`config.mk`:
```
export PLATFORM = sky130hd
export DESIGN_NAME = adc_lvds_deframe_flat
export DESIGN_NICKNAME = d
export VERILOG_FILES = /design/src/rtl/adc_lvds_deframe_pkg.sv /design/src/rtl/adc_lvds_deframe_if.sv /design/src/rtl/adc_pat_match.sv /design/src/rtl/adc_lvds_deframe.sv /design/src/flat_wrapper.sv
export SDC_FILE = /design/constraint.sdc
export NUM_CORES = 1
export LEC_CHECK = 0
export CAP_MARGIN = 20
export CORE_ASPECT_RATIO = 0.75
export CORE_UTILIZATION = 43
export CTS_CLUSTER_SIZE = 14
export DETAILED_ROUTE_END_ITERATION = 8
export GPL_TIMING_DRIVEN = 0
export HOLD_SLACK_MARGIN = 0.03
export PLACE_DENSITY = 0.77
export SLEW_MARGIN = 5
export SYNTH_ARGS = -nofsm -noshare
export SYNTH_HDL_FRONTEND = slang
export SYNTH_SLANG_ARGS = --single-unit
```
`constraint.sdc`:
```
create_clock -name clk -period 8.1 [get_ports clk]
set_clock_uncertainty 0.15 [all_clocks]
set_input_delay 2.43 -clock clk [delete_from_list [all_inputs] [get_ports clk]]
set_output_delay 2.43 -clock clk [all_outputs]
set_load 0.1 [all_outputs]
```
`src/rtl/adc_lvds_deframe_pkg.sv`:
```
// rtl/adc_lvds_deframe_pkg.sv - shared types and constants for the LVDS ADC deframer
package adc_lvds_deframe_pkg;

  typedef enum logic [1:0] {
    ST_HUNT   = 2'd0,
    ST_VERIFY = 2'd1,
    ST_LOCKED = 2'd2
  } state_e;

  localparam int          DEF_WIDTH = 14;
  localparam logic [13:0] DEF_PAT_A = 14'h1A5C;
  localparam logic [13:0] DEF_PAT_B = 14'h25A3;
  localparam int          ERR_CNT_W = 16;
  localparam int          CNT_W     = 8;

  function automatic logic [ERR_CNT_W-1:0] sat_inc(input logic [ERR_CNT_W-1:0] v);
    return (&v) ? v : v + {{(ERR_CNT_W-1){1'b0}}, 1'b1};
  endfunction

endpackage

```
`src/rtl/adc_lvds_deframe_if.sv`:
```
// rtl/adc_lvds_deframe_if.sv - capture-side input and sample/status output bundle
interface adc_lvds_deframe_if
  import adc_lvds_deframe_pkg::*;
#(
  parameter int WIDTH = DEF_WIDTH
);
  logic [2*WIDTH-1:0]   in_data;
  logic                 train_en;
  logic                 relock;
  logic [WIDTH-1:0]     adc_a;
  logic [WIDTH-1:0]     adc_b;
  logic                 out_valid;
  logic                 locked;
  logic                 swapped;
  logic [ERR_CNT_W-1:0] err_count;

  modport master (
    output in_data, train_en, relock,
    input  adc_a, adc_b, out_valid, locked, swapped, err_count
  );

  modport slave (
    input  in_data, train_en, relock,
    output adc_a, adc_b, out_valid, locked, swapped, err_count
  );
endinterface

```
`src/rtl/adc_pat_match.sv`:
```
// rtl/adc_pat_match.sv - DDR word de-interleave and training-pattern match flags
module adc_pat_match
  import adc_lvds_deframe_pkg::*;
#(
  parameter int               WIDTH = DEF_WIDTH,
  parameter logic [WIDTH-1:0] PAT_A = DEF_PAT_A,
  parameter logic [WIDTH-1:0] PAT_B = DEF_PAT_B
) (
  input  logic [2*WIDTH-1:0] in_data_i,
  output logic [WIDTH-1:0]   raw_a_o,
  output logic [WIDTH-1:0]   raw_b_o,
  output logic               direct_match_o,
  output logic               swap_match_o
);

  // Even bits were captured on the rising edge, odd bits on the falling edge.
  always_comb begin
    raw_a_o = '0;
    raw_b_o = '0;
    for (int k = 0; k < WIDTH; k++) begin
      raw_a_o[k] = in_data_i[2*k];
      raw_b_o[k] = in_data_i[2*k+1];
    end
  end

  assign direct_match_o = (raw_a_o == PAT_A) && (raw_b_o == PAT_B);
  assign swap_match_o   = (raw_a_o == PAT_B) && (raw_b_o == PAT_A);

endmodule

```
`src/rtl/adc_lvds_deframe.sv`:
```
// rtl/adc_lvds_deframe.sv - trains on the ADC test pattern, fixes channel swap, emits samples
// Optional ADC_TWOS_COMP_EN: invert sample MSBs (offset binary to two's complement).
module adc_lvds_deframe
  import adc_lvds_deframe_pkg::*;
#(
  parameter int               WIDTH      = DEF_WIDTH,
  parameter logic [WIDTH-1:0] PAT_A      = DEF_PAT_A,
  parameter logic [WIDTH-1:0] PAT_B      = DEF_PAT_B,
  parameter int               LOCK_COUNT = 16,
  parameter int               ERR_LIMIT  = 4
) (
  input  logic                clk,
  input  logic                rst_n,
  adc_lvds_deframe_if.slave   bus_io
);

  localparam logic [CNT_W:0] LOCK_CNT_L = LOCK_COUNT[CNT_W:0];
  localparam logic [CNT_W:0] ERR_LIM_L  = ERR_LIMIT[CNT_W:0];

  state_e               state_q, state_d;
  logic [CNT_W-1:0]     cnt_q, cnt_d;
  logic                 cand_q, cand_d;
  logic                 swapped_q, swapped_d;
  logic [CNT_W-1:0]     consec_q, consec_d;
  logic [ERR_CNT_W-1:0] err_q, err_d;
  logic [WIDTH-1:0]     adc_a_q, adc_a_d;
  logic [WIDTH-1:0]     adc_b_q, adc_b_d;
  logic                 valid_q, valid_d;
  logic                 locked_q, locked_d;

  logic [WIDTH-1:0]     raw_a, raw_b;
  logic                 direct_match, swap_match;
  logic                 cand_match, lock_match;
  logic [CNT_W:0]       cnt_inc, consec_inc;

  adc_pat_match #(
    .WIDTH (WIDTH),
    .PAT_A (PAT_A),
    .PAT_B (PAT_B)
  ) u_pat_match (
    .in_data_i      (bus_io.in_data),
    .raw_a_o        (raw_a),
    .raw_b_o        (raw_b),
    .direct_match_o (direct_match),
    .swap_match_o   (swap_match)
  );

  assign cand_match = cand_q    ? swap_match : direct_match;
  assign lock_match = swapped_q ? swap_match : direct_match;
  assign cnt_inc    = {1'b0, cnt_q} + {{CNT_W{1'b0}}, 1'b1};
  assign consec_inc = {1'b0, consec_q} + {{CNT_W{1'b0}}, 1'b1};

  always_ff @(posedge clk) begin
    if (!rst_n) begin
      state_q   <= ST_HUNT;
      cnt_q     <= '0;
      cand_q    <= 1'b0;
      swapped_q <= 1'b0;
      consec_q  <= '0;
      err_q     <= '0;
      adc_a_q   <= '0;
      adc_b_q   <= '0;
      valid_q   <= 1'b0;
      locked_q  <= 1'b0;
    end else begin
      state_q   <= state_d;
      cnt_q     <= cnt_d;
      cand_q    <= cand_d;
      swapped_q <= swapped_d;
      consec_q  <= consec_d;
      err_q     <= err_d;
      adc_a_q   <= adc_a_d;
      adc_b_q   <= adc_b_d;
      valid_q   <= valid_d;
      locked_q  <= locked_d;
    end
  end

  always_comb begin
    state_d = state_q;
    cnt_d   = cnt_q;
    cand_d  = cand_q;
    if (bus_io.relock) begin
      state_d = ST_HUNT;
      cnt_d   = '0;
      cand_d  = 1'b0;
    end else begin
      case (state_q)
        ST_HUNT: begin
          if (bus_io.train_en && direct_match) begin
            state_d = ST_VERIFY;
            cnt_d   = {{(CNT_W-1){1'b0}}, 1'b1};
            cand_d  = 1'b0;
          end else if (bus_io.train_en && swap_match) begin
            state_d = ST_VERIFY;
            cnt_d   = {{(CNT_W-1){1'b0}}, 1'b1};
            cand_d  = 1'b1;
          end
        end
        ST_VERIFY: begin
          if (bus_io.train_en && cand_match) begin
            if (cnt_inc == LOCK_CNT_L) begin
              state_d = ST_LOCKED;
              cnt_d   = '0;
            end else begin
              cnt_d = cnt_inc[CNT_W-1:0];
            end
          end else begin
            state_d = ST_HUNT;
            cnt_d   = '0;
          end
        end
        ST_LOCKED: begin
          if (bus_io.train_en && !lock_match && consec_inc == ERR_LIM_L) begin
            state_d = ST_HUNT;
            cnt_d   = '0;
          end
        end
        default: begin
          state_d = ST_HUNT;
          cnt_d   = '0;
          cand_d  = 1'b0;
        end
      endcase
    end
  end

  always_comb begin
    err_d     = err_q;
    consec_d  = consec_q;
    swapped_d = swapped_q;
    if (bus_io.relock) begin
      err_d     = '0;
      consec_d  = '0;
      swapped_d = 1'b0;
    end else begin
      if (state_q == ST_VERIFY && state_d == ST_LOCKED) begin
        swapped_d = cand_q;
        consec_d  = '0;
      end
      // Pattern health is only judged while the ADC is still sending training words.
      if (state_q == ST_LOCKED && bus_io.train_en) begin
        if (lock_match) begin
          consec_d = '0;
        end else begin
          err_d    = sat_inc(err_q);
          consec_d = (state_d == ST_HUNT) ? '0 : consec_inc[CNT_W-1:0];
        end
      end
    end

    adc_a_d = swapped_q ? raw_b : raw_a;
    adc_b_d = swapped_q ? raw_a : raw_b;
`ifdef ADC_TWOS_COMP_EN
    adc_a_d[WIDTH-1] = ~adc_a_d[WIDTH-1];
    adc_b_d[WIDTH-1] = ~adc_b_d[WIDTH-1];
`else
    adc_a_d = adc_a_d;
    adc_b_d = adc_b_d;
`endif
    valid_d  = (state_q == ST_LOCKED) && !bus_io.train_en && !bus_io.relock;
    locked_d = (state_d == ST_LOCKED);
  end

  assign bus_io.adc_a     = adc_a_q;
  assign bus_io.adc_b     = adc_b_q;
  assign bus_io.out_valid = valid_q;
  assign bus_io.locked    = locked_q;
  assign bus_io.swapped   = swapped_q;
  assign bus_io.err_count = err_q;

endmodule

```
`src/flat_wrapper.sv`:
```
// flat-port wrapper written by rule: the top's interface ports become plain ports
module adc_lvds_deframe_flat import adc_lvds_deframe_pkg::*;
#(
  parameter int               WIDTH      = DEF_WIDTH,
  parameter logic [WIDTH-1:0] PAT_A      = DEF_PAT_A,
  parameter logic [WIDTH-1:0] PAT_B      = DEF_PAT_B,
  parameter int               LOCK_COUNT = 16,
  parameter int               ERR_LIMIT  = 4
)
  (clk, rst_n, bus_io_in_data, bus_io_train_en, bus_io_relock, bus_io_adc_a, bus_io_adc_b, bus_io_out_valid, bus_io_locked, bus_io_swapped, bus_io_err_count);
  adc_lvds_deframe_if #(.WIDTH(WIDTH)) bus_io_i ();
  input  logic clk;
  input  logic rst_n;
  input wire logic [$bits(bus_io_i.in_data)-1:0] bus_io_in_data;
  input wire logic [$bits(bus_io_i.train_en)-1:0] bus_io_train_en;
  input wire logic [$bits(bus_io_i.relock)-1:0] bus_io_relock;
  output wire logic [$bits(bus_io_i.adc_a)-1:0] bus_io_adc_a;
  output wire logic [$bits(bus_io_i.adc_b)-1:0] bus_io_adc_b;
  output wire logic [$bits(bus_io_i.out_valid)-1:0] bus_io_out_valid;
  output wire logic [$bits(bus_io_i.locked)-1:0] bus_io_locked;
  output wire logic [$bits(bus_io_i.swapped)-1:0] bus_io_swapped;
  output wire logic [$bits(bus_io_i.err_count)-1:0] bus_io_err_count;
  assign bus_io_i.in_data = bus_io_in_data;
  assign bus_io_i.train_en = bus_io_train_en;
  assign bus_io_i.relock = bus_io_relock;
  assign bus_io_adc_a = bus_io_i.adc_a;
  assign bus_io_adc_b = bus_io_i.adc_b;
  assign bus_io_out_valid = bus_io_i.out_valid;
  assign bus_io_locked = bus_io_i.locked;
  assign bus_io_swapped = bus_io_i.swapped;
  assign bus_io_err_count = bus_io_i.err_count;
  adc_lvds_deframe #(.WIDTH(WIDTH), .PAT_A(PAT_A), .PAT_B(PAT_B), .LOCK_COUNT(LOCK_COUNT), .ERR_LIMIT(ERR_LIMIT)) u_core (.clk(clk), .rst_n(rst_n), .bus_io(bus_io_i));
endmodule
```
==> impl_metrics.yaml <==
cts:
  cts-resized-gates: 0
  ctsRootBufferMaster: "clkbuf_8"
  post_cts_buffers: 0
  cts_tree: "yes"
  hold_buffers: 0
  clock_path_buffers: 2
  cts_sinks: 66
  cts-htree-levels: 3
  worst_skew_pair.late_latency_ps: 340
  cts_inserted_buffers: 9
  clk_pin_slew_ps: 80
global_route:
  grt.total_usage: 0.2118
  grt_pass1_vias: 2842
  grt_pass1_wl_um: 13900
  antenna_found_initial: 0
  grt_max_degree: 13
  overflow: 0
timing:
  worst_pin_slew_ps: 1024
  setup_viol: 0
  post-route-period-util: 0.6364
  slew_headroom: 0.3153
  rsz0062_at_grt: "false"
  holdWs_ps: 368.9
  min_period_ps: 5155
  fmax_mhz: 194.0
  slew_viol_final: 0
  fin_tns_setup_ps: 0
  finalHoldViolCount: 0
worst_setup_path:
  max_stage_delay_ps: 480
  crit_chain: "clkdlybuf4s50_1 > nor4b_2 > nand4_2 > nor3_1 > o21ai_0 > o21ai_1 > and4bb_4 > nor3b_4 > a221o_1"
  arrival_ps: 5240
  cp-start-kind: "input pin"
  cp_num_buf_inv: 1
  cp_top_family: "simple AND/OR/NAND/NOR gates"
  cp-end-kind: "flip-flop"
  worstPathRequired_ps: 8190
  critPathKind: "in2reg"
  cp_max_fo: 8
  critPathSlowestCell: "clkdlybuf4s50_1"
job:
  max_cap_viol_count: 0
final_layout:
  fill_cells: 634
  num_antenna_cells: 0
  nNetsFinal: 493
  drive_above_1_share: 0.09628
  areaGrowthSynthToFinish_pct: 32.60
floorplan:
  die_w_um: 105.4
  die_area_mm2: 0.008382
  initial_core_util: 0.4576
  die_height_um: 79.54
  rows: 27
  pin_count: 79
  coreArea_mm2: 0.007533
run_status:
  outcome: "finished, final reports clean"
pwr:
  power.density_mw_per_mm2: 166.6
  cell_internal_pwr_mw: 0.5482
  switchingPower_mw: 0.2131
  power_mw: 0.7614
  p_seq_frac: 0.438
  comb_power_share: 0.147
  ir_drop_mv: 0.1001
  switching_share: 0.2799
  p_leak_nw: 1.539
  pwr-share-clk: 0.415
synth:
  synth_seq_cells: 66
  synth_top_area_frac: 0.3833
  synthesis.area_mm2: 0.003447
  synthTopCellsByArea: "dfxtp_1 38%, mux2i_1 9.0%, nor2b_1 6.0%, nor2_1 3.8%, ha_1 3.3%"
  syn_nets: 405
  yosys_warnings: 0
  synth_common_cells: "66 x dfxtp_1, 35 x nor2_1, 33 x nor2b_1, 31 x mux2i_1, 15 x nand2_1"
  syn_area_per_cell_um2: 9.470
  synthArstFlopShare: 0
  yosysSeqAreaShare: 0.3833
  synth_cell_types: 62
  synthCells: 364
  synth_area_leader_cell: "dfxtp_1"
  synth-main-ff-cell: "dfxtp_1"
  synth.most_common_cell: "dfxtp_1"
  synth_edf_count: 0
placement:
  dpl.hpwl_um: 6345
  place.gp.congestion: 0.8472
  io_buffers: 77
drt:
  vias: 3063
  drc: 0
  dr.pass1.iters: 4
  vias_per_cell: 5.489
  drt_iter0_drc: 122
  wl_per_cell_um: 15.35
  antenna_left: 0
  drt_wl_total_um: 8564
hold_path:
  hold_path_class: "reg2reg"
registers in the layout (all words and copies together), names as in the netlist:
name / count
u_core.bus_io.err_count: 16
u_core.bus_io.adc_a: 14
u_core.bus_io.adc_b: 14
u_core.bus_io.out_valid: 1
u_core.bus_io.locked: 1
u_core.cnt_q: 8
u_core.state_q: 2
u_core.bus_io.swapped: 1
u_core.consec_q: 8
u_core.cand_q: 1
worst paths after layout:
kind / startpoint / end / slack, ps / depth (start not counted)
setup / recovery: bus_io_in_data[12] / u_core.consec_q[7] / 2950 / 9
hold / removal: u_core.cnt_q[1] / u_core.cnt_q[1] / 370 / 2
setup reg to reg: u_core.cnt_q[0] / u_core.consec_q[7] / 5100 / 9
hold reg to reg: u_core.cnt_q[1] / u_core.cnt_q[1] / 370 / 2
tightest hold or removal path, cell delays in order (launching register included):
cell and delay [ps]:
dfxtp_1 350, nand2_1 70, a21oi_1 50
per-stage QoR:
| step | cells | worst slack [ps] | utilization | cell area, µm² |
|---|---|---|---|---|
| floorplan | 364 | 3465 | - | 3447 |
| global placement | 542 | 2705 | 0.5766 | 4344 |
| detailed placement | 542 | 2656 | 0.5766 | 4344 |
| CTS | 558 | 3013 | 0.6067 | 4571 |
| global route | 558 | 2793 | 0.6067 | 4571 |
| finish | 558 | 2945 | 0.6067 | 4571 |
power groups by stage:
stage | registers [mW] | clock network (mW) | logic [mW]
floorplan | 0.395 | 0 | 0.0173
global placement | 0.341 | 0 | 0.111
detailed placement | 0.341 | 0 | 0.112
CTS | 0.334 | 0.322 | 0.112
global route | 0.334 | 0.340 | 0.116
finish | 0.334 | 0.316 | 0.112
cells in the final DEF, fill, tap and decap left out, types with 3 or more instances in the layout:
cell             count
a21oi_1             13
a221o_1              4
a22o_1               4
a31oi_1              4
and3_1               5
and4b_1              4
and4bb_1             3
and4bb_2             4
clkbuf_1            10
clkbuf_8            10
clkdlybuf4s50_1     77
dfxtp_1             66
ha_1                 9
inv_1                9
mux2i_1             31
nand2_1             15
nand2b_1             3
nand3_1             14
nand4_1              8
nor2_1              35
nor2b_1             33
nor3_1               5
nor4b_2              4
o21ai_0             10
o21ai_1              3
or3_1                7
xnor2_1             11
xor2_1               5
per-layer routing:
| metal | track usage | wire length, µm | vias to the layer above |
|---|---|---|---|
| li1 | - | - | 1501 |
| met1 | 0.2822 | 4203 | 1477 |
| met2 | 0.3336 | 3820 | 79 |
| met3 | 0.05388 | 472 | 6 |
| met4 | 0.07183 | 68 | 0 |
| met5 | 0 | 0 | - |
cell families after synthesis:
logic type | after synthesis | share of synthesized area
XOR/XNOR | 16 | 0.04065
adder cells (fa/ha/maj) | 9 | 0.03267
buffers and inverters | 23 | 0.02759
multiplexers | 32 | 0.09329
flip-flops | 66 | 0.3833
AO/OA/AOI/OAI | 56 | 0.1176
AND/OR/NAND/NOR | 162 | 0.3049
cell type report:
| type | count | area, µm² | share of cell area |
|---|---|---|---|
| inverter | 9 | 33.78 | 0.007391 |
| timing repair buffer | 77 | 770.7 | 0.1686 |
| buffer | 14 | 61.31 | 0.01341 |
| sequential | 66 | 1321 | 0.2891 |
| multi-input combinational | 275 | 2031 | 0.4443 |
| clock inverter | 6 | 88.84 | 0.01944 |
| clock buffer | 10 | 137.6 | 0.03011 |
| tap | 101 | 126.4 | 0.02765 |
Power figures use the tool's default switching activity.
